[src/rtl/phase_sweep_ctrl.sv]
// phase_sweep_ctrl: steps the reference selector through phases 0..3, settles, then averages ADPLL error per phase.
// Define PHSWEEP_MINMAX_EN to also track per-phase min/max samples; otherwise result_min_o/result_max_o are tied to 0.
module phase_sweep_ctrl #(
    parameter int SETTLE_CYCLES = 1024,
    parameter int AVG_LOG2      = 4,
    parameter int ERR_W         = 8
) (
    input  logic             clk_i,
    input  logic             reset_i,
    input  logic             start_i,
    input  logic             continuous_i,
    input  logic [ERR_W-1:0] error_i,
    input  logic             error_valid_i,
    output logic [1:0]       ps_select_o,
    output logic             adpll_en_o,
    output logic             busy_o,
    output logic             result_valid_o,
    output logic [1:0]       result_phase_o,
    output logic [ERR_W-1:0] result_mean_o,
    output logic [ERR_W-1:0] result_min_o,
    output logic [ERR_W-1:0] result_max_o,
    output logic             done_o,
    output logic [2:0]       dbg_state_o
);
    localparam int ACC_W = ERR_W + AVG_LOG2;
    localparam int CNT_W = AVG_LOG2 + 1;
    localparam int SET_W = (SETTLE_CYCLES > 1) ? $clog2(SETTLE_CYCLES) : 1;
    localparam logic [CNT_W-1:0] LAST_SAMPLE = CNT_W'((1 << AVG_LOG2) - 1);
    localparam logic [SET_W-1:0] SETTLE_LOAD = SET_W'(SETTLE_CYCLES - 1);

    typedef enum logic [2:0] {
        ST_IDLE   = 3'd0,
        ST_SETTLE = 3'd1,
        ST_ACCUM  = 3'd2,
        ST_REPORT = 3'd3,
        ST_DONE   = 3'd4
    } state_t;

    state_t                  state_q;
    state_t                  state_d;
    logic                    load_settle;
    logic                    take_sample;
    logic                    last_sample;
    logic [1:0]              phase_q;
    logic [SET_W-1:0]        settle_cnt_q;
    logic [CNT_W-1:0]        sample_cnt_q;
    logic signed [ERR_W-1:0] err_s;
    logic signed [ACC_W-1:0] acc_q;
    logic signed [ACC_W-1:0] acc_sum;
    logic [1:0]              res_phase_q;
    logic [ERR_W-1:0]        res_mean_q;

    // error_valid_i is a one-cycle strobe with no back-pressure: a sample is
    // consumed on any clk_i where it is high in ACCUM and silently dropped otherwise.
    assign err_s   = $signed(error_i);
    assign acc_sum = acc_q + ACC_W'(err_s);

    always_ff @(posedge clk_i) begin
        if (reset_i) begin
            state_q <= ST_IDLE;
        end else begin
            state_q <= state_d;
        end
    end

    always_comb begin
        state_d     = state_q;
        load_settle = 1'b0;
        take_sample = 1'b0;
        last_sample = 1'b0;
        case (state_q)
            ST_IDLE: begin
                if (start_i) begin
                    state_d     = ST_SETTLE;
                    load_settle = 1'b1;
                end
            end
            ST_SETTLE: begin
                if (settle_cnt_q == '0) begin
                    state_d = ST_ACCUM;
                end
            end
            ST_ACCUM: begin
                if (error_valid_i) begin
                    take_sample = 1'b1;
                    if (sample_cnt_q == LAST_SAMPLE) begin
                        last_sample = 1'b1;
                        state_d     = ST_REPORT;
                    end
                end
            end
            ST_REPORT: begin
                if (phase_q == 2'd3) begin
                    state_d = ST_DONE;
                end else begin
                    state_d     = ST_SETTLE;
                    load_settle = 1'b1;
                end
            end
            ST_DONE: begin
                if (continuous_i) begin
                    state_d     = ST_SETTLE;
                    load_settle = 1'b1;
                end else begin
                    state_d = ST_IDLE;
                end
            end
            default: begin
                state_d = ST_IDLE;
            end
        endcase
    end

    // Results are captured on the edge that accepts the last sample so they
    // are already stable during the single REPORT cycle.
    always_ff @(posedge clk_i) begin
        if (reset_i) begin
            phase_q      <= '0;
            settle_cnt_q <= '0;
            sample_cnt_q <= '0;
            acc_q        <= '0;
            res_phase_q  <= '0;
            res_mean_q   <= '0;
        end else begin
            if (load_settle) begin
                settle_cnt_q <= SETTLE_LOAD;
            end else if (state_q == ST_SETTLE && settle_cnt_q != '0) begin
                settle_cnt_q <= settle_cnt_q - 1'b1;
            end

            if (state_q == ST_IDLE && start_i) begin
                phase_q <= 2'd0;
            end else if (state_q == ST_REPORT && phase_q != 2'd3) begin
                phase_q <= phase_q + 2'd1;
            end else if (state_q == ST_DONE && continuous_i) begin
                phase_q <= 2'd0;
            end

            if (take_sample) begin
                if (last_sample) begin
                    acc_q        <= '0;
                    sample_cnt_q <= '0;
                    res_mean_q   <= ERR_W'(acc_sum >>> AVG_LOG2);
                    res_phase_q  <= phase_q;
                end else begin
                    acc_q        <= acc_sum;
                    sample_cnt_q <= sample_cnt_q + 1'b1;
                end
            end
        end
    end

`ifdef PHSWEEP_MINMAX_EN
    logic signed [ERR_W-1:0] min_q;
    logic signed [ERR_W-1:0] max_q;
    logic signed [ERR_W-1:0] min_d;
    logic signed [ERR_W-1:0] max_d;
    logic [ERR_W-1:0]        res_min_q;
    logic [ERR_W-1:0]        res_max_q;

    // The first sample of a phase seeds both extremes.
    always_comb begin
        min_d = err_s;
        max_d = err_s;
        if (sample_cnt_q != '0) begin
            if (min_q < err_s) begin
                min_d = min_q;
            end
            if (max_q > err_s) begin
                max_d = max_q;
            end
        end
    end

    always_ff @(posedge clk_i) begin
        if (reset_i) begin
            min_q     <= '0;
            max_q     <= '0;
            res_min_q <= '0;
            res_max_q <= '0;
        end else if (take_sample) begin
            min_q <= min_d;
            max_q <= max_d;
            if (last_sample) begin
                res_min_q <= min_d;
                res_max_q <= max_d;
            end
        end
    end

    assign result_min_o = res_min_q;
    assign result_max_o = res_max_q;
`else
    assign result_min_o = '0;
    assign result_max_o = '0;
`endif

    // The ADPLL is kept running through every state, including IDLE.
    assign adpll_en_o     = 1'b1;
    assign ps_select_o    = phase_q;
    assign busy_o         = (state_q != ST_IDLE);
    assign result_valid_o = (state_q == ST_REPORT);
    assign done_o         = (state_q == ST_DONE);
    assign result_phase_o = res_phase_q;
    assign result_mean_o  = res_mean_q;
    assign dbg_state_o    = state_q;

endmodule

[config.mk]
export PLATFORM = sky130hd
export DESIGN_NAME = phase_sweep_ctrl
export DESIGN_NICKNAME = d
export VERILOG_FILES = /design/src/rtl/phase_sweep_ctrl.sv
export SDC_FILE = /design/constraint.sdc
export NUM_CORES = 1
export LEC_CHECK = 0
export ABC_AREA = 0
export CORE_ASPECT_RATIO = 0.5
export CORE_MARGIN = 4
export CORE_UTILIZATION = 41
export CTS_CLUSTER_SIZE = 10
export DETAILED_ROUTE_END_ITERATION = 16
export HOLD_SLACK_MARGIN = 0.02
export SYNTH_ARGS = -nofsm -noshare
export SYNTH_HDL_FRONTEND = slang
export SYNTH_SLANG_ARGS = --single-unit
[constraint.sdc]
create_clock -name clk_i -period 5 [get_ports clk_i]
set_input_delay 1 -clock clk_i [delete_from_list [all_inputs] [get_ports clk_i]]
set_output_delay 1 -clock clk_i [all_outputs]
set_load 0.03 [all_outputs]
==> impl_metrics.csv, run 1 <==
group,metric,value,unit
floorplanning,io_pins,48,
clocking,cts_resized,0,
timing,setup_viol,0,
finish,final_nets,361,
logic_synthesis,synth_top_family_by_area,"simple AND/OR/NAND/NOR gates",
clocking,cts_tree,"done",
logic_synthesis,synth_xor_area_share,4.33,%
global_routing,grt_start_max_net_pins,42,
setup_path,path_cells,"clkdlybuf4s50_1, ha_1, nand4_1, o21a_1, or4_1, nand3_1",
floorplanning,rows,20,
logic_synthesis,yosysWarnings,0,
logic_synthesis,syn_area_per_cell,8.49,sq um
clocking,post_cts_buffers,0,
worst_hold_path,hp-class,"reg2reg",
setup_path,r2r_start,"sample_cnt_q[0]$_SDFFE_PP0P_",
logic_synthesis,synth_mux_area_share,0.428,%
finish,diodes,0,
setup_path,cp_top_family,"simple AND/OR/NAND/NOR gates",
detailed_routing,vias,2223,
place,dp_hpwl,4.18,mm
clocking,clkTransAtPathRegs,0.06,ns
power_and_ir_drop,powerDensity,300,nW/um^2
outcome,outcome,"complete, no violations",
logic_synthesis,synth_compound_area_share,21.5,%
logic_synthesis,synth_top_area_share,31.9,%
logic_synthesis,synth-edff-count,0,
timing,slew_viol_final,0,
detailed_routing,drt_iter0_drc,160,
floorplanning,start_util,42.8,%
logic_synthesis,ys_seq_elements,42,
global_routing,grt_use_total,15.7,%
timing,finalHoldViolCount,0,
logic_synthesis,yosys-top-cells-count,"dfxtp_1 (42), a21oi_1 (27), buf_4 (19), nor2_1 (19)",
detailed_routing,post_drt_wl_per_cell,13.9,microns
setup_path,critPathMaxStageDelay,0.62,ns
power_and_ir_drop,total_power,912,uW
job,maxCapViolCount,0,
logic_synthesis,synth_ff_type,"dfxtp_1",
setup_path,cp.depth,6,
worst_hold_path,min_from,"result_mean_o[7]$_SDFFE_PP0P_",
clocking,holdBufCountCts,0,
logic_synthesis,synthAdderAreaFrac,8.37,%
place,gp_congestion,0.883,
setup_path,cp-start-kind,"primary input",
clocking,cts_htree_levels,2,
clocking,cts_root_buf,"clkbuf_16",
finish,drive_gt1_share,7.27,%
timing,rsz0062_at_grt,"false",
logic_synthesis,synth_seq_area_share,31.9,%
global_routing,antenna_found_initial,0,
timing,worst_pin_slew,1.12,ns
logic_synthesis,synth_area_leaders,"dfxtp_1 (32%), ha_1 (7.6%), buf_4 (5.4%)",
clocking,clkLatencyLatePin,0.28,ns
timing,fin_skew,0.00326,ns
power_and_ir_drop,peakVddDrop,0.179,mV
global_routing,gr-total-overflow,0,
floorplanning,fp.dieW,121,microns
setup_path,path_class,"in2reg",
logic_synthesis,yosysMostFrequentCell,"dfxtp_1",
worst_hold_path,hold_end,"result_mean_o[7]$_SDFFE_PP0P_",
timing,fin_crit,3.18,ns
floorplanning,dieArea,7840,sq um
clocking,numCtsBuffers,5,
setup_path,rr_endpoint,"result_mean_o[4]$_SDFFE_PP0P_",
setup_path,cp_data_arrival_time,3.40,ns
detailed_routing,detailedRoute.firstPassIterationCount,4,
setup_path,r2r_slack,2.46,ns
place,portBuffers,30,
finish,syn_to_final_growth,15.4,%
logic_synthesis,yosysTopAreaCell,"dfxtp_1",
setup_path,required,5.22,ns
detailed_routing,wl,5.81,mm
setup_path,crit_path_end_kind,"flip-flop",
timing,whs,0.450,ns
logic_synthesis,netlist_instances,310,
logic_synthesis,syn_area,2630,sq um
detailed_routing,ant_nets,0,
detailed_routing,vias_per_cell,5.32,
global_routing,grt_pass1_wl,9.80,mm
timing,finalCritPeriodShare,63.5,%
floorplanning,coreArea,6160,sq um
finish,fillers,592,
worst_hold_path,min_path_cells,2,
logic_synthesis,yosys.area_share.simple,23.1,%
logic_synthesis,ys_types,64,
clocking,cts_buffer_depth,2,
timing,setup_tns,0,ns
setup_path,ff2ff_path_depth,5,
setup_path,critPathBufInv,1,
clocking,cts.sinks,42,
setup_path,slowest_stage,"clkdlybuf4s50_1",
setup_path,path_max_fanout,11,
timing,relSlewSlack,25.4,%
detailed_routing,remaining_drc_errors,0,
power_and_ir_drop,leakagePower,1.17,nW
floorplanning,die_h,64.7,microns
logic_synthesis,synthArstFlopShare,0,%
timing,clock.fmax,315,MHz
global_routing,grt_pass1_vias,2098,
## kinds of logic after synthesis
logic type      Yosys count
simple gates            106
fa+ha+maj                17
xor+xnor                 13
other cells               2
flops                    42
mux                       1
compound gates           83
buf+inv                  46
## how the worst max path moves through the flow
| stage | start | to |
|---|---|---|
| 2_1_floorplan | error_i[0] | result_mean_o[4]$_SDFFE_PP0P_ |
| 3_3_place_gp | error_i[7] | result_mean_o[7]$_SDFFE_PP0P_ |
| 3_5_place_dp | error_i[7] | result_mean_o[7]$_SDFFE_PP0P_ |
| 4_1_cts | error_i[7] | result_mean_o[7]$_SDFFE_PP0P_ |
| 5_1_grt | error_i[7] | result_mean_o[7]$_SDFFE_PP0P_ |
| 6_report | error_i[7] | result_mean_o[7]$_SDFFE_PP0P_ |
## cells in the final DEF, fill, tap and decap left out, types with 4 or more instances in the layout
master	instances
o211ai_1	8
or4_1	4
inv_1	13
a21oi_1	27
nor3b_1	5
nor3_1	16
xnor2_1	7
nand2_1	16
o21ai_0	7
nand3b_1	4
clkbuf_16	5
xor2_1	6
dfxtp_1	42
a31oi_1	4
conb_1	17
nand3_1	10
a22o_1	6
clkdlybuf4s50_1	30
a211oi_1	4
ha_1	16
nor2_1	19
## flip-flops by register name (all words and copies together) (netlist names)
| register | cells |
|---|---|
| dbg_state_o | 3 |
| settle_cnt_q | 10 |
| result_phase_o | 2 |
| acc_q | 12 |
| sample_cnt_q | 5 |
| result_mean_o | 8 |
| ps_select_o | 2 |
## report_power, final
| group | leakage (nW) | switching (mW) | internal [mW] |
|---|---|---|---|
| clock network | 0.0688 | 0.120 | 0.193 |
| logic | 0.756 | 0.129 | 0.0856 |
| registers | 0.342 | 0.0255 | 0.359 |
| total | 1.17 | 0.274 | 0.638 |
## cell type report
cell class | instances | area [sq um] | area share, %
multi-input cells | 237 | 1580 | 52.1
flip-flops and latches | 42 | 841 | 27.7
repair buffers | 32 | 315 | 10.4
clock buffers | 6 | 139 | 4.57
well taps | 88 | 110 | 3.62
inverters | 13 | 48.8 | 1.61
## tightest hold or removal path: stages, from the launching register on
cell	delay, ns
dfxtp_1	0.32
nand2_1	0.05
nand3_1	0.05
## layer usage
layer	share of wire, %	vias up	global-route usage [%]
li1	-	1133	-
met1	48	1025	19.4
met2	45	57	25.8
met3	6.2	8	4.27
met4	1.5	0	7.26
met5	0	-	0
## metrics by stage
step                worst slack (ns)  util, %  instance area [sq um]  instances
floorplan                       2.34        -                   2690        325
global placement                1.62     47.1                   2900        412
detailed placement              1.55     47.1                   2900        412
CTS                             1.84     49.3                   3040        418
global route                    1.67     49.3                   3040        418
finish                          1.82     49.3                   3040        418
No activity file was read; power rests on OpenSTA's default activity.
==> run 2: changes to the inputs <==
==> constraint.sdc (replaced) <==
create_clock -name clk_i -period 3.2 [get_ports clk_i]
set_input_delay 0.64 -clock clk_i [delete_from_list [all_inputs] [get_ports clk_i]]
set_output_delay 0.64 -clock clk_i [all_outputs]
set_load 0.03 [all_outputs]
==> impl_metrics.csv, run 2 (synthesized netlist as in run 1, its figures left out) <==
group,metric,value,unit
setup_path,crit_path_end_kind,"flip-flop",
detailed_routing,detailedRoute.firstPassIterationCount,4,
setup_path,worst_path_most_repeated_cell,"nand3_1",
setup_path,path_class,"in2reg",
detailed_routing,remaining_drc_errors,0,
detailed_routing,vias_per_cell,5.38,
setup_path,path_max_fanout,10,
clocking,cts_htree_levels,2,
floorplanning,dieArea,7840,sq um
clocking,clkLatencyLatePin,0.28,ns
setup_path,cp_top_family,"simple AND/OR/NAND/NOR gates",
finish,final_nets,369,
floorplanning,fp.dieW,121,microns
setup_path,path_cells,"clkdlybuf4s50_1, ha_1, nand3_1, o211ai_1, nor3_1, o21a_1, or4_1, nand3_1",
clocking,cts_tree,"done",
setup_path,slowest_stage,"clkdlybuf4s50_1",
setup_path,cp-start-kind,"primary input",
setup_path,ff2ff_path_depth,6,
timing,relSlewSlack,48.3,%
finish,final_cell_area,3130,sq um
finish,largest_reg_flops,12,
floorplanning,io_pins,48,
floorplanning,start_util,42.8,%
clocking,clkTransAtPathRegs,0.06,ns
timing,worst_pin_slew,0.776,ns
timing,finalHoldViolCount,0,
place,dp_hpwl,4.27,mm
clocking,cts_resized,0,
detailed_routing,post_drt_wl_per_cell,13.6,microns
timing,rsz0062_at_grt,"false",
finish,top_register,"acc_q",
clocking,numCtsBuffers,5,
detailed_routing,drt_iter0_drc,176,
global_routing,gr-total-overflow,0,
timing,setup_tns,0,ns
finish,final_cell_mix,"dfxtp_1 (42), clkdlybuf4s50_1 (30), a21oi_1 (27)",
detailed_routing,ant_nets,0,
global_routing,grt_start_max_net_pins,26,
power_and_ir_drop,leakagePower,1.22,nW
detailed_routing,vias,2296,
timing,slew_viol_final,0,
timing,fin_crit,2.71,ns
worst_hold_path,min_path_cells,2,
clocking,cts.sinks,42,
global_routing,grt_use_total,15.4,%
clocking,post_cts_buffers,0,
finish,diodes,0,
power_and_ir_drop,peakVddDrop,0.275,mV
setup_path,critPathBufInv,1,
floorplanning,die_h,64.7,microns
global_routing,grt_pass1_vias,2129,
finish,syn_to_final_growth,18.8,%
place,portBuffers,30,
setup_path,cp.depth,8,
global_routing,antenna_found_initial,0,
place,gp_congestion,0.840,
place,dpl.cell_count,420,
power_and_ir_drop,total_power,1.53,mW
outcome,outcome,"complete, no violations",
detailed_routing,wl,5.82,mm
timing,clock.fmax,369,MHz
setup_path,required,3.42,ns
worst_hold_path,hp-class,"reg2reg",
global_routing,grt_pass1_wl,9.88,mm
setup_path,cp_data_arrival_time,2.93,ns
finish,fillers,583,
floorplanning,rows,20,
clocking,cts_root_buf,"clkbuf_16",
setup_path,critPathMaxStageDelay,0.57,ns
finish,layout_commonest_cell,"dfxtp_1",
finish,final_cell_count_no_fill,427,
timing,setup_viol,0,
timing,fin_skew,0.00807,ns
power_and_ir_drop,powerDensity,488,nW/um^2
clocking,cts_buffer_depth,2,
floorplanning,coreArea,6160,sq um
clocking,holdBufCountCts,0,
job,maxCapViolCount,0,
place,place_area,2960,sq um
timing,finalCritPeriodShare,84.6,%
finish,drive_gt1_share,9.73,%
-- run 2: changes by cell type in the layout (fill, tap and decap cells not counted) --
| cell | before | now |
|---|---|---|
| buf_4 | 2 | 10 |
| bufinv_16 | 0 | 1 |
-- run 2: final timing paths --
check	end	slack (ns)	start
worst min-delay path	result_mean_o[7]$_SDFFE_PP0P_	0.46	result_mean_o[7]$_SDFFE_PP0P_
worst min register to register	result_mean_o[7]$_SDFFE_PP0P_	0.46	result_mean_o[7]$_SDFFE_PP0P_
worst max-delay path	result_mean_o[7]$_SDFFE_PP0P_	0.49	error_i[7]
worst max register to register	result_phase_o[1]$_SDFFE_PP0P_	0.80	sample_cnt_q[0]$_SDFFE_PP0P_
-- run 2: worst register-to-register path: cells and delay by family, from the launching register on --
family | cells | cell delay [ns]
buf+inv | 1 | 0.28
flops | 1 | 0.37
compound gates | 2 | 0.63
fa+ha+maj | 2 | 0.83
simple gates | 1 | 0.17
-- run 2: per-layer routing --
metal	track usage, %	routed length [microns]
met1	19.3	2710
met2	27.2	2790
met3	3.84	298
met4	2.51	14
met5	0	0
-- run 2: through the flow --
stage	setup slack, ns	hold WS (ns)	utilization (%)
2_1_floorplan	0.895	0.436	-
3_3_place_gp	0.286	0.447	48.1
3_5_place_dp	0.222	0.459	48.1
4_1_cts	0.500	0.471	50.8
5_1_grt	0.339	0.480	50.8
6_report	0.492	0.461	50.8
-- run 2: cell type report --
cell class,instances,area [sq um],area share (%)
multi-input combinational,237,1580,50.6
sequential,42,841,26.9
tap,88,110,3.52
clock buffer,6,139,4.44
clock inverter,1,30.0,0.960
inverter,13,48.8,1.56
timing repair buffer,40,375,12.0
-- run 2: power breakdown --
part	internal, mW	switching, mW	leakage (nW)
clock network	0.385	0.197	0.0829
logic	0.141	0.203	0.794
registers	0.561	0.0399	0.342
